$ cat src/rtl/spi_frame_rx.sv
// SPI mode-0 slave that receives 8-byte command frames (header, payload, XOR check)
// and atomically publishes the waveform, frequency and amplitude words on a good frame.
`timescale 1ns/1ps
module spi_frame_rx #(
   parameter logic [7:0] HEADER      = 8'hA5,
   parameter int         SYNC_STAGES = 2
) (
   input  logic        clk,
   input  logic        rst,
   input  logic        sclk,
   input  logic        cs_n,
   input  logic        mosi,
   output logic        miso,
   output logic [7:0]  pic_dat,
   output logic [23:0] fre_dat,
   output logic [15:0] amp_dat,
   output logic        SPI_OK,
   output logic        frame_stb,
   output logic        frame_err
);

   typedef enum logic [2:0] {IDLE, HDR, PAYLOAD, CHK, DONE} state_t;

   logic [SYNC_STAGES-1:0] sclk_sync_q, cs_sync_q, mosi_sync_q;
   logic                   sclk_prev_q, cs_prev_q;
   logic [SYNC_STAGES:0]   ready_q;
   state_t                 state_q, state_d;
   logic [2:0]             bit_cnt_q, byte_cnt_q;
   logic [6:0]             shift_q;
   logic [47:0]            shadow_q;
   logic [7:0]             last_q, tx_q;
   logic [7:0]             pic_q;
   logic [23:0]            fre_q;
   logic [15:0]            amp_q;
   logic                   ok_q, stb_q, err_q;
   logic                   stb_d, err_d, commit;

   logic       sclk_s, cs_s, mosi_s, ready;
   logic       sclk_rise, sclk_fall, cs_rise, cs_fall, byte_done;
   logic [7:0] rx_byte, chk_calc;

   always_ff @(posedge clk) begin
      if (rst) begin
         sclk_sync_q <= '0;
         cs_sync_q   <= '1;
         mosi_sync_q <= '0;
         sclk_prev_q <= 1'b0;
         cs_prev_q   <= 1'b1;
         ready_q     <= '0;
      end else begin
         sclk_sync_q <= {sclk_sync_q[SYNC_STAGES-2:0], sclk};
         cs_sync_q   <= {cs_sync_q[SYNC_STAGES-2:0], cs_n};
         mosi_sync_q <= {mosi_sync_q[SYNC_STAGES-2:0], mosi};
         sclk_prev_q <= sclk_s;
         cs_prev_q   <= cs_s;
         ready_q     <= {ready_q[SYNC_STAGES-1:0], 1'b1};
      end
   end

   // Edges are suppressed until the chains have flushed their reset values, so a
   // cs_n that was already low at reset release cannot look like a fresh falling edge.
   assign sclk_s    = sclk_sync_q[SYNC_STAGES-1];
   assign cs_s      = cs_sync_q[SYNC_STAGES-1];
   assign mosi_s    = mosi_sync_q[SYNC_STAGES-1];
   assign ready     = ready_q[SYNC_STAGES];
   assign sclk_rise = ready &  sclk_s & ~sclk_prev_q;
   assign sclk_fall = ready & ~sclk_s &  sclk_prev_q;
   assign cs_rise   = ready &  cs_s   & ~cs_prev_q;
   assign cs_fall   = ready & ~cs_s   &  cs_prev_q;
   assign rx_byte   = {shift_q, mosi_s};
   assign byte_done = sclk_rise & (bit_cnt_q == 3'd7);

   always_comb begin
      chk_calc = '0;
      for (int i = 0; i < 6; i++) chk_calc = chk_calc ^ shadow_q[8*i +: 8];
   end

   always_comb begin
      state_d = state_q;
      stb_d   = 1'b0;
      err_d   = 1'b0;
      commit  = 1'b0;
      if (cs_rise) begin
         state_d = IDLE;
         if ((state_q == HDR && bit_cnt_q != 3'd0) || state_q == PAYLOAD || state_q == CHK)
            err_d = 1'b1;
      end else begin
         case (state_q)
            IDLE:    if (cs_fall) state_d = HDR;
            HDR: begin
               if (byte_done) begin
                  if (rx_byte == HEADER) begin
                     state_d = PAYLOAD;
                  end else begin
                     state_d = DONE;
                     err_d   = 1'b1;
                  end
               end
            end
            PAYLOAD: if (byte_done && byte_cnt_q == 3'd5) state_d = CHK;
            CHK: begin
               if (byte_done) begin
                  state_d = DONE;
                  if (rx_byte == chk_calc) begin
                     commit = 1'b1;
                     stb_d  = 1'b1;
                  end else begin
                     err_d  = 1'b1;
                  end
               end
            end
            default: state_d = state_q;
         endcase
      end
   end

   // Bit/byte datapath keeps running in DONE so miso still echoes the ignored bytes.
   always_ff @(posedge clk) begin
      if (rst) begin
         bit_cnt_q  <= '0;
         byte_cnt_q <= '0;
         shift_q    <= '0;
         shadow_q   <= '0;
         last_q     <= '0;
         tx_q       <= '0;
      end else if (cs_rise) begin
         bit_cnt_q <= '0;
      end else if (state_q == IDLE) begin
         if (cs_fall) begin
            bit_cnt_q  <= '0;
            byte_cnt_q <= '0;
            tx_q       <= last_q;
         end
      end else begin
         if (sclk_rise) begin
            shift_q   <= rx_byte[6:0];
            bit_cnt_q <= bit_cnt_q + 3'd1;
            if (byte_done) begin
               last_q <= rx_byte;
               if (state_q == PAYLOAD) begin
                  shadow_q   <= {shadow_q[39:0], rx_byte};
                  byte_cnt_q <= byte_cnt_q + 3'd1;
               end
            end
         end
         if (sclk_fall)
            tx_q <= (bit_cnt_q == 3'd0) ? last_q : {tx_q[6:0], 1'b0};
      end
   end

   always_ff @(posedge clk) begin
      if (rst) begin
         state_q <= IDLE;
         pic_q   <= '0;
         fre_q   <= '0;
         amp_q   <= '0;
         ok_q    <= 1'b0;
         stb_q   <= 1'b0;
         err_q   <= 1'b0;
      end else begin
         state_q <= state_d;
         stb_q   <= stb_d;
         err_q   <= err_d;
         if (commit) begin
            pic_q <= shadow_q[47:40];
            fre_q <= shadow_q[39:16];
            amp_q <= shadow_q[15:0];
            ok_q  <= 1'b1;
         end
      end
   end

   assign miso      = tx_q[7] & ~cs_s;
   assign pic_dat   = pic_q;
   assign fre_dat   = fre_q;
   assign amp_dat   = amp_q;
   assign SPI_OK    = ok_q;
   assign frame_stb = stb_q;
   assign frame_err = err_q;

endmodule

$ cat config.mk
export PLATFORM = sky130hd
export DESIGN_NAME = spi_frame_rx
export DESIGN_NICKNAME = d
export VERILOG_FILES = /design/src/rtl/spi_frame_rx.sv
export SDC_FILE = /design/constraint.sdc
export NUM_CORES = 1
export LEC_CHECK = 0
export BUFFER_PORTS_ARGS = -buffer_cell sky130_fd_sc_hd__buf_2
export CAP_MARGIN = 20
export CELL_PAD_IN_SITES_DETAIL_PLACEMENT = 1
export CELL_PAD_IN_SITES_GLOBAL_PLACEMENT = 1
export CORE_MARGIN = 3
export CORE_UTILIZATION = 36
export CTS_CLUSTER_SIZE = 24
export DETAILED_ROUTE_END_ITERATION = 8
export GPL_ROUTABILITY_DRIVEN = 0
export PLACE_DENSITY_LB_ADDON = 0.08
export SYNTH_ARGS = -nofsm -noshare
export SYNTH_HDL_FRONTEND = slang
export SYNTH_SLANG_ARGS = --single-unit
$ cat constraint.sdc
create_clock -name clk -period 2.19 [get_ports clk]
set_input_delay 0.438 -clock clk [delete_from_list [all_inputs] [get_ports clk]]
set_output_delay 0.438 -clock clk [all_outputs]
set_load 0.03 [all_outputs]
== Word-level counts from Yosys, hierarchy flattened ==
Index checks and enable logic that the tools add are counted.
Storage, ports and cells
  flip-flop bits (word level): 142
  input port bits: 5
  output and inout bits: 52
  logic and storage cells: 103
Operators by class
  mux-type cells: 29
  reductions and logical operators: 20
  $add $sub $neg: 2
  equal/unequal tests: 11
  bitwise logic cells: 21
Operator list (count)
  XOR 8 bit: 5
  2-to-1 mux 3 bit: 12
  2-to-1 mux 8 bit: 4
  AND reduction 5 bit: 3
  one-hot mux 3 bit (4 select lines): 1
  2-to-1 mux 1 bit: 11
  AND 1 bit: 10
  equality test 8 bit: 1
  equality test 8 bit, second input constant: 1
  nonzero test 2 bit: 4
  adder 3 x 1 -> 3 bit, second input constant: 2
  equality test 3 x 2 -> 1 bit, second input constant: 2
  equality test 3 bit, second input constant: 2
  zero test 3 bit: 2
  inequality test 2 bit, second input constant: 3
  NOT 1 bit: 6
  AND reduction 3 bit: 2
  AND reduction 4 bit: 1
  nonzero test 4 bit: 1
  equality test 3 x 1 -> 1 bit, second input constant: 1
  nonzero test 3 bit: 1
  logical AND 1 bit: 2
  logical OR 1 bit: 2
  inequality test 2 x 1 -> 1 bit, second input constant: 1
  3 further kinds: 3

== Logic depth before layout (Yosys ltp) ==
Gate-level depths: netlist (run 1).
  depth after elaboration: 10
  mapped depth: 9
  gate-level depth less buffers: 7

== Worst setup path after synthesis (run 1) ==
No wires, ideal clock.
  kind: register to register
  start: register shadow_q[46]
  end: register amp_q[0] (netlist: amp_dat[0])
  setup slack: 0.152 ns
  period minus slack after synthesis: 2.038 ns
  data arrival time: 1.966 ns
  buffers on the path: 2
  cell stages (with the launch flop): 8
  data required time: 2.118 ns
  library setup time: 0.072 ns
  cell sequence: dfxtp_1 > xnor3_1 > xnor3_1 > nor4_2 > and4_1 > buf_6 > buf_12 > mux2i_1
Between the ends
  word-level cells in the longest chain between the ends: 6
Ends and longest elaborated chain
  from (decl): RTL line 30  | logic [47:0] shadow_q;
  from (signal assigned): RTL line 141  | shadow_q <= {shadow_q[39:0], rx_byte};
  XOR 8 bit: RTL line 75  | for (int i = 0; i < 6; i++) chk_calc = chk_calc ^ shadow_q[8*i +: 8];
  equality test 8 bit: RTL line 104  | if (rx_byte == chk_calc) begin
  2-to-1 mux 1 bit: RTL line 104
  2-to-1 mux 1 bit: RTL line 102  | if (byte_done) begin
  2-to-1 mux 1 bit: RTL line 88  | case (state_q)
  2-to-1 mux 1 bit
  to (signal assigned): RTL line 167  | amp_q <= shadow_q[15:0];
  to (decl): RTL line 34  | logic [15:0] amp_q;
Every way passes these cells.
A chain may end at the register's enable or synchronous reset.

== Final worst setup path (run 1) ==
  start: register shift_q[6]
  end: register fre_q[23] (netlist: fre_dat[23])
Between the ends
  word-level cells in the longest chain between the ends: 5
Ends and longest elaborated chain
  from (decl): RTL line 29  | logic [6:0] shift_q;
  from (signal assigned): RTL line 136  | shift_q <= rx_byte[6:0];
  equality test 8 bit: RTL line 104
  2-to-1 mux 1 bit: RTL line 104
  2-to-1 mux 1 bit: RTL line 102
  2-to-1 mux 1 bit: RTL line 88
  2-to-1 mux 1 bit
  to (signal assigned): RTL line 166  | fre_q <= shadow_q[39:16];
  to (decl): RTL line 33  | logic [23:0] fre_q;
Every way passes these cells.

==> impl_metrics.json, run 1 <==
{
  "num_antenna_cells": 0,
  "cts_sinks": 142,
  "die_area_um2": 18200,
  "cp-startpoint": "shift_q[6]",
  "ys_seq_area_share_pct": 47.5,
  "fin_crit_sh_pct": 98.7,
  "cts_tree": "done",
  "finClkSkew_ps": 7.85,
  "htree_num_levels": 4,
  "top_level_ports": 57,
  "fill_cells": 1831,
  "reg2reg_depth": 6,
  "r2r-end": "fre_dat[23]",
  "antenna_found_initial": 0,
  "whs_ps": 203,
  "final_area_um2": 7410,
  "vias_per_cell": 4.84,
  "rrSetupSlack_ps": 30,
  "cts_made_buffers": 17,
  "synthFlopType": "dfxtp_1",
  "holdPathStages": 2,
  "status": "finished clean",
  "syn-cell-area_um2": 5990,
  "clk_pin_slew_ps": 60,
  "vias": 4631,
  "syn_inst": 643,
  "power_density_nw_per_um2": 725,
  "floorplan.initialDensity_pct": 37.3,
  "final_util_pct": 46.2,
  "p_leak_nw": 2.80,
  "critical_path_class": "flip-flop to flip-flop",
  "dp.final_hpwl_um": 10500,
  "synth-edff-count": 0,
  "overflow": 0,
  "crit_path_max_fanout": 8,
  "r2r-start": "shift_q[6]",
  "synth_warnings": 0,
  "port_buffers": 56,
  "ys_types": 44,
  "syn_to_final_growth_pct": 23.9,
  "ant_nets": 0,
  "grt_pass1_wl_um": 25400,
  "die-width_um": 135,
  "placed_area_um2": 6710,
  "worstMarginPinSlew_ps": 904,
  "grt_max_degree": 83,
  "ys_ff_latch": 142,
  "cp-start-kind": "flip-flop",
  "post-route-min-period_ps": 2160,
  "ff_latch_area_um2": 2860,
  "drtPass1Iterations": 4,
  "peakVddDrop_uv": 546,
  "p_total_mw": 5.37,
  "avgSynthCellArea_um2": 9.31,
  "clk-insertion-delay-late_ps": 420,
  "drc": 0,
  "wl_per_cell_um": 16.7,
  "yosysTopAreaCell": "dfxtp_1",
  "fin_nets": 738,
  "finalHoldViolCount": 0,
  "layout_commonest_cell": "nand2_1",
  "holdPathEnd": "cs_sync_q[0]",
  "setup_viol": 0,
  "rsz0062_at_grt": "true",
  "cts.path.max_buffers": 2,
  "async_flop_share_pct": 0,
  "syn_nets": 653,
  "routed_wl_um": 16000,
  "die_y_um": 135,
  "synth_area_leaders": "dfxtp_1, nand2_1, mux2i_1, xnor3_1, a21oi_1",
  "hold_buffers": 0,
  "maxCapViolCount": 0,
  "slew_viol_final": 0,
  "timing.slew.headroom_pct": 39.8,
  "hold_path_class": "input pin to flip-flop",
  "grt_pass1_vias": 4668,
  "drive_above_1_share_pct": 21.3,
  "track_usage_pct": 17.8,
  "cts-root-buf": "clkbuf_16",
  "hp-start": "cs_n",
  "multi_input_area_um2": 2940,
  "final_cell_mix": "nand2_1, dfxtp_1, mux2i_1",
  "worstPathArrival_ps": 2510,
  "synth_top_area_share_pct": 47.5,
  "drt_iter0_markers": 192,
  "max_freq_ghz": 0.463,
  "worstPathRequired_ps": 2540,
  "crit_path_end_kind": "flip-flop",
  "rows": 46,
  "core_um2": 16100
}
-- cell usage after synthesis, drive strengths merged, types with 2 or more instances --
cell and n:
and3 3, clkbuf 28, a22oi 2, mux2i 72
inv 5, o21a 2, o21ai 2, a31oi 3
xnor2 17, a21oi 50, buf 12, and3b 2
and4b 2, nor4 2, nor2 36, nand2 195
nand3 3, and2 4, nor4b 3, dfxtp 142
nor2b 10, nor3 4, or2 3, a211oi 8
xnor3 16, ha 5
-- routing by layer --
metal	wire [um]	GRT usage (%)	up-vias
met5	0	0	-
met1	7800	25.2	2246
met2	7430	27.3	68
li1	-	-	2303
met4	189	5.71	0
met3	536	3.61	14
-- per-stage QoR --
stage / setup WS [ps] / setup TNS, ps / std cells
after global placement: -11.5 / -195 / 919
after floorplan: 152 / 0 / 643
final: 29.1 / 0 / 957
after detailed placement: -135 / -3210 / 919
after global routing: -68.3 / -830 / 957
after CTS: 0.725 / 0 / 957
-- area by class of cell --
cell class	instances	share of cell area [%]
clock buffer	25	6.41
clock inverter	7	0.844
inverter	5	0.253
multi-input combinational	456	39.7
sequential	142	38.6
tap	216	3.65
timing repair buffer	106	10.6
-- how the worst max path moves through the flow --
stage | to | depth (start not counted)
finish | fre_dat[23] | 6
global route | fre_dat[5] | 6
CTS | amp_dat[2] | 7
detailed placement | fre_dat[23] | 6
global placement | fre_dat[10] | 6
floorplan | amp_dat[0] | 7
-- repair_timing --
item / in CTS / in global routing
pin swaps: 8 / 4
resized for setup: 17 / 8
setup endpoints to repair: 50 / 99
setup buffers: 4 / 1
hold endpoints to repair: 0 / 0
gates cloned: 2 / 1
-- power breakdown --
group          switching (mW)  total [mW]  internal (mW)
sequential            0.00862        2.60           2.59
combinational          0.0669      0.0913         0.0244
clock                    1.07        2.68           1.61
total                    1.14        5.37           4.23
-- registers in the layout, indices dropped and copies added (netlist names) --
signal / count
last_q: 8
tx_q: 8
frame_stb: 1
shadow_q: 48
amp_dat: 16
pic_dat: 8
sclk_prev_q: 1
shift_q: 7
state_q: 3
frame_err: 1
SPI_OK: 1
byte_cnt_q: 3
cs_prev_q: 1
cs_sync_q: 2
sclk_sync_q: 2
ready_q: 3
fre_dat: 24
bit_cnt_q: 3
mosi_sync_q: 2
-- critical path, cell delays in order (launching register included) --
cell,delay (ps)
dfxtp_1,380
xnor3_1,330
xnor3_2,270
nor4_4,310
and4_4,380
buf_12,170
mux2i_4,230
-- cell families (layout without fill, tap and decap cells) --
family                     count (synthesis)  count (layout)  share of synthesized area [%]
buffers and inverters                     45             143                           4.37
muxes                                     72              72                           12.0
AOI/OAI and AO/OA                         71              71                           6.84
xor gates and xnor gates                  34              34                           8.67
and+or+nand+nor                          274             274                           19.5
adders and majority gates                  5               5                           1.05
DFF                                      142             142                           47.5
Power figures use the tool's default switching activity.
==> run 2, diff against run 1 <==
--- a/config.mk
+++ b/config.mk
@@ -10,11 +10,12 @@
 export CELL_PAD_IN_SITES_DETAIL_PLACEMENT = 1
 export CELL_PAD_IN_SITES_GLOBAL_PLACEMENT = 1
 export CORE_MARGIN = 3
-export CORE_UTILIZATION = 36
+export CORE_UTILIZATION = 37
 export CTS_CLUSTER_SIZE = 24
 export DETAILED_ROUTE_END_ITERATION = 8
 export GPL_ROUTABILITY_DRIVEN = 0
 export PLACE_DENSITY_LB_ADDON = 0.08
+export SLEW_MARGIN = 10
 export SYNTH_ARGS = -nofsm -noshare
 export SYNTH_HDL_FRONTEND = slang
 export SYNTH_SLANG_ARGS = --single-unit
==> run 2 against run 1 <==
Against the previous run: the flow now finishes with violations (setup timing); sequential share of layout area fell by 0.80 points; clock-buffer cell count fell by 3; maximum frequency fell by 1.8%; utilization rose by 2.4 points; non-clock buffer count rose by 6; global-route usage rose by 0.21 points; critical path type unchanged; critical endpoint is now amp_dat[5]; highest routed layer unchanged.
==> impl_metrics.json, run 2 (same netlist as run 1, synthesis figures left out) <==
{
  "p_leak_nw": 2.86,
  "drtPass1Iterations": 4,
  "cts_tree": "done",
  "ant_nets": 0,
  "largest-register": "shadow_q",
  "vias_per_cell": 4.89,
  "rsz0062_at_grt": "true",
  "final_util_pct": 48.6,
  "drive_above_1_share_pct": 21.9,
  "peakVddDrop_uv": 535,
  "overflow": 0,
  "port_buffers": 56,
  "die_area_um2": 17700,
  "grt_pass1_wl_um": 25500,
  "vias": 4673,
  "wl_per_cell_um": 16.6,
  "final_cell_mix": "nand2_1, dfxtp_1, mux2i_1",
  "final_cells": 955,
  "cpPeakStageDelay_ps": 380,
  "crit_buf_inv": 2,
  "cts_made_buffers": 17,
  "antenna_found_initial": 0,
  "finClkSkew_ps": 7.89,
  "cp_cell_sequence": "xnor3_1 > xnor3_2 > nor4_4 > and4_4 > buf_4 > clkbuf_16 > mux2i_1",
  "setup_viol": 5,
  "finalHoldViolCount": 0,
  "status": "complete, but fails checks",
  "grt_pass1_vias": 4807,
  "hold_path_class": "input pin to flip-flop",
  "worstPathRequired_ps": 2540,
  "placed_area_um2": 6720,
  "die_y_um": 133,
  "post-place-cells": 913,
  "syn_to_final_growth_pct": 26.1,
  "clk_pin_slew_ps": 60,
  "routed_wl_um": 15800,
  "fin_nets": 744,
  "path_delay_family": "XOR/XNOR gates",
  "track_usage_pct": 18.0,
  "crit_path_end_kind": "flip-flop",
  "worstMarginPinSlew_ps": 624,
  "post-route-min-period_ps": 2200,
  "top_level_ports": 57,
  "slew_viol_final": 0,
  "worstPathArrival_ps": 2550,
  "p_total_mw": 5.36,
  "final_area_um2": 7550,
  "num_antenna_cells": 0,
  "core_um2": 15500,
  "cts.path.max_buffers": 2,
  "drc": 0,
  "fin_crit_sh_pct": 101,
  "grt_max_degree": 83,
  "rows": 45,
  "slowest_stage": "xnor3_1",
  "cts-root-buf": "clkbuf_16",
  "dp.final_hpwl_um": 10600,
  "largest_register_ffs": 48,
  "crit_path_max_fanout": 7,
  "tns_ps": -24.6,
  "htree_num_levels": 4,
  "cts_sinks": 142,
  "timing.slew.headroom_pct": 58.0,
  "power_density_nw_per_um2": 710,
  "drt_iter0_markers": 236,
  "critical_path_class": "flip-flop to flip-flop",
  "floorplan.initialDensity_pct": 38.5,
  "violations": "setup timing",
  "die-width_um": 133,
  "clk-insertion-delay-late_ps": 420,
  "setup_ws_ps": -11.6,
  "max_freq_ghz": 0.454,
  "maxCapViolCount": 0,
  "layout_commonest_cell": "nand2_1",
  "cp-start-kind": "flip-flop"
}
## run 2: what timing repair did
action,in CTS,in global routing
pin swaps,5,1
hold buffers,0,0
resized for setup,15,7
buffers inserted,2,6
gates cloned,2,3
endpoints found under the setup margin,48,48
## run 2: per-stage QoR
stage / hold slack, ps / setup WS (ps)
2_1_floorplan: 389 / 152
3_3_place_gp: 396 / -16.9
3_5_place_dp: 403 / -91.9
4_1_cts: 176 / 2.07
5_1_grt: 197 / -110
6_report: 196 / -11.6
## run 2: layer usage
| metal | track usage, % | up-vias | wire, um |
|---|---|---|---|
| li1 | - | 2320 | - |
| met1 | 25.3 | 2269 | 8070 |
| met2 | 27.8 | 64 | 7160 |
| met3 | 4.15 | 20 | 384 |
| met4 | 4.97 | 0 | 221 |
| met5 | 0 | - | 0 |
## run 2: worst paths after layout
path | start | end | slack, ps | cells after the start
setup / recovery | shadow_q[7] | amp_dat[5] | -10 | 7
hold / removal | cs_n | cs_sync_q[0] | 200 | 2
setup reg to reg | shadow_q[7] | amp_dat[5] | -10 | 7
hold reg to reg | cs_sync_q[0] | cs_sync_q[1] | 410 | 1
## run 2: area by class of cell
type | instances | area (um^2)
Clock buffer | 22 | 464
Clock inverter | 7 | 66.3
Fill cell | 1823 | 7990
Inverter | 5 | 18.8
Multi-Input combinational cell | 456 | 2950
Sequential cell | 142 | 2850
Tap cell | 211 | 264
Timing Repair Buffer | 112 | 935
## run 2: where the power goes
group / internal [mW] / switching, mW
Combinational: 0.0296 / 0.0700
Clock: 1.59 / 1.07
Sequential: 2.59 / 0.00620
Total: 4.22 / 1.14
==> run 3, diff against run 2 <==
--- a/config.mk
+++ b/config.mk
@@ -14,8 +14,8 @@
 export CTS_CLUSTER_SIZE = 24
 export DETAILED_ROUTE_END_ITERATION = 8
 export GPL_ROUTABILITY_DRIVEN = 0
-export PLACE_DENSITY_LB_ADDON = 0.08
-export SLEW_MARGIN = 10
+export PLACE_DENSITY_LB_ADDON = 0.1
+export SLEW_MARGIN = 20
 export SYNTH_ARGS = -nofsm -noshare
 export SYNTH_HDL_FRONTEND = slang
 export SYNTH_SLANG_ARGS = --single-unit
==> run 3 against run 2 <==
Against the previous run: the flow now finishes without violations; register-to-register slack better by 40 ps; combinational power down 3.2%; sequential power about the same; largest power group unchanged; maximum frequency up 2.0%; final area down 1.4%; clock skew down 2.7 ps; routed wire length down 1.1%; sequential cell count unchanged.
==> impl_metrics.json, run 3 (same netlist as run 1, synthesis figures left out) <==
{
  "power_density_nw_per_um2": 771,
  "cts-root-buf": "clkbuf_16",
  "slowest_stage": "xnor3_1",
  "whs_ps": 200,
  "grt_use_met1_pct": 24.3,
  "cp-startpoint": "shadow_q[42]",
  "clk_pin_slew_ps": 60,
  "maxCapViolCount": 0,
  "die_y_um": 133,
  "met2_usage_pct": 28.6,
  "cp.depth": 6,
  "grt_pass1_wl_um": 25300,
  "worstMarginPinSlew_ps": 859,
  "post-place-ws_ps": -87.4,
  "p_sw_mw": 1.18,
  "hold_buffers": 0,
  "setup_ws_ps": 32.1,
  "htree_num_levels": 4,
  "crit_path_max_fanout": 20,
  "fin_crit_sh_pct": 98.5,
  "final_cells": 951,
  "cts_made_buffers": 17,
  "hold_path_class": "input pin to flip-flop",
  "grt_max_degree": 83,
  "largest_register_ffs": 48,
  "clk-insertion-delay-late_ps": 420,
  "rsz0062_at_grt": "true",
  "track_usage_pct": 18.0,
  "top_usage_layer": "met2",
  "cts_tree": "done",
  "timing.slew.headroom_pct": 42.7,
  "path_common_cell": "xnor3_1",
  "grt_pass1_vias": 4789,
  "tns_ps": 0,
  "cpPeakStageDelay_ps": 410,
  "worstPathRequired_ps": 2540,
  "cts_sinks": 142,
  "drc": 0,
  "drt_iter0_markers": 160,
  "path_delay_family": "XOR/XNOR gates",
  "cts.path.max_buffers": 2,
  "reg2reg_depth": 6,
  "r2r-start": "shadow_q[42]",
  "critical_path_class": "flip-flop to flip-flop",
  "rrSetupSlack_ps": 30,
  "drive_above_1_share_pct": 21.5,
  "post-route-min-period_ps": 2160,
  "switching_share_pct": 20.5,
  "vias": 4634,
  "clock_power_share_pct": 53.0,
  "comb_power_share_pct": 1.7,
  "overflow": 0,
  "final_util_pct": 47.9,
  "floorplan.initialDensity_pct": 38.5,
  "fin_nets": 738,
  "worstPathArrival_ps": 2510,
  "rows": 45,
  "drtPass1Iterations": 4,
  "largest-register": "shadow_q",
  "ant_nets": 0,
  "pwr-share-seq_pct": 45.3,
  "core_um2": 15500,
  "crit_path_end_kind": "flip-flop",
  "num_antenna_cells": 0,
  "setup_viol": 0,
  "die_area_um2": 17700,
  "final_cell_mix": "nand2_1, dfxtp_1, mux2i_1",
  "slew_viol_final": 0,
  "syn_to_final_growth_pct": 24.3,
  "p_leak_nw": 2.82,
  "internal_power_mw": 4.56,
  "layout_commonest_cell": "nand2_1",
  "post-place-cells": 917,
  "top_level_ports": 57,
  "r2r-end": "fre_dat[20]",
  "finClkSkew_ps": 5.22,
  "cp-start-kind": "flip-flop",
  "peakVddDrop_uv": 496,
  "use_met3_pct": 3.89,
  "die-width_um": 133,
  "wl_per_cell_um": 16.5,
  "routed_wl_um": 15700,
  "crit_buf_inv": 1,
  "dp.final_hpwl_um": 10600,
  "max_freq_ghz": 0.463,
  "crit_end": "fre_dat[20]",
  "port_buffers": 56,
  "finalHoldViolCount": 0,
  "status": "finished clean",
  "vias_per_cell": 4.87,
  "antenna_found_initial": 0,
  "cp_cell_sequence": "xnor3_1 > xnor3_1 > nor4_4 > and4_4 > buf_12 > mux2i_1"
}
run 3: power groups by stage:
stage / clock network, mW / logic [mW] / registers (mW)
after global placement: 0 / 0.0960 / 2.66
after detailed placement: 0 / 0.0975 / 2.66
final: 3.04 / 0.0964 / 2.60
after floorplan: 0 / 0.0626 / 2.66
after global routing: 3.23 / 0.108 / 2.60
after CTS: 3.11 / 0.0983 / 2.60
run 3: worst min-delay path by stage:
stage	start	to	slack [ps]	cells after the start
CTS	cs_n	cs_sync_q[0]	180	2
detailed placement	cs_sync_q[0]	cs_sync_q[1]	400	1
global placement	cs_sync_q[0]	cs_sync_q[1]	390	1
floorplan	cs_sync_q[0]	cs_sync_q[1]	390	1
finish	cs_n	cs_sync_q[0]	200	2
global route	cs_n	cs_sync_q[0]	190	2
run 3: per-layer routing:
metal / share of wire (%) / routed length, um
met2: 46 / 7250
met1: 49 / 7740
met5: 0 / 0
met4: 1.2 / 184
met3: 3.0 / 472
run 3: area by class of cell:
cell class | count | area (um^2)
fill | 1789 | 8100
multi-input combinational | 456 | 2930
sequential | 142 | 2850
timing repair buffer | 106 | 752
clock buffer | 22 | 494
tap | 211 | 264
clock inverter | 9 | 133
inverter | 5 | 18.8
run 3: stage by stage:
stage	power, mW	area, um^2
floorplan	2.72	5990
global placement	2.75	6720
detailed placement	2.76	6720
CTS	5.81	7360
global route	5.94	7440
finish	5.74	7440
run 3: repair_timing:
item | 4_1_cts | 5_1_grt
pin swaps | 1 | 2
setup endpoints to repair | 50 | 91
resized for setup | 2 | 15
gates cloned | 0 | 1
buffers inserted | 1 | 1
endpoints found under the hold margin | 0 | 0
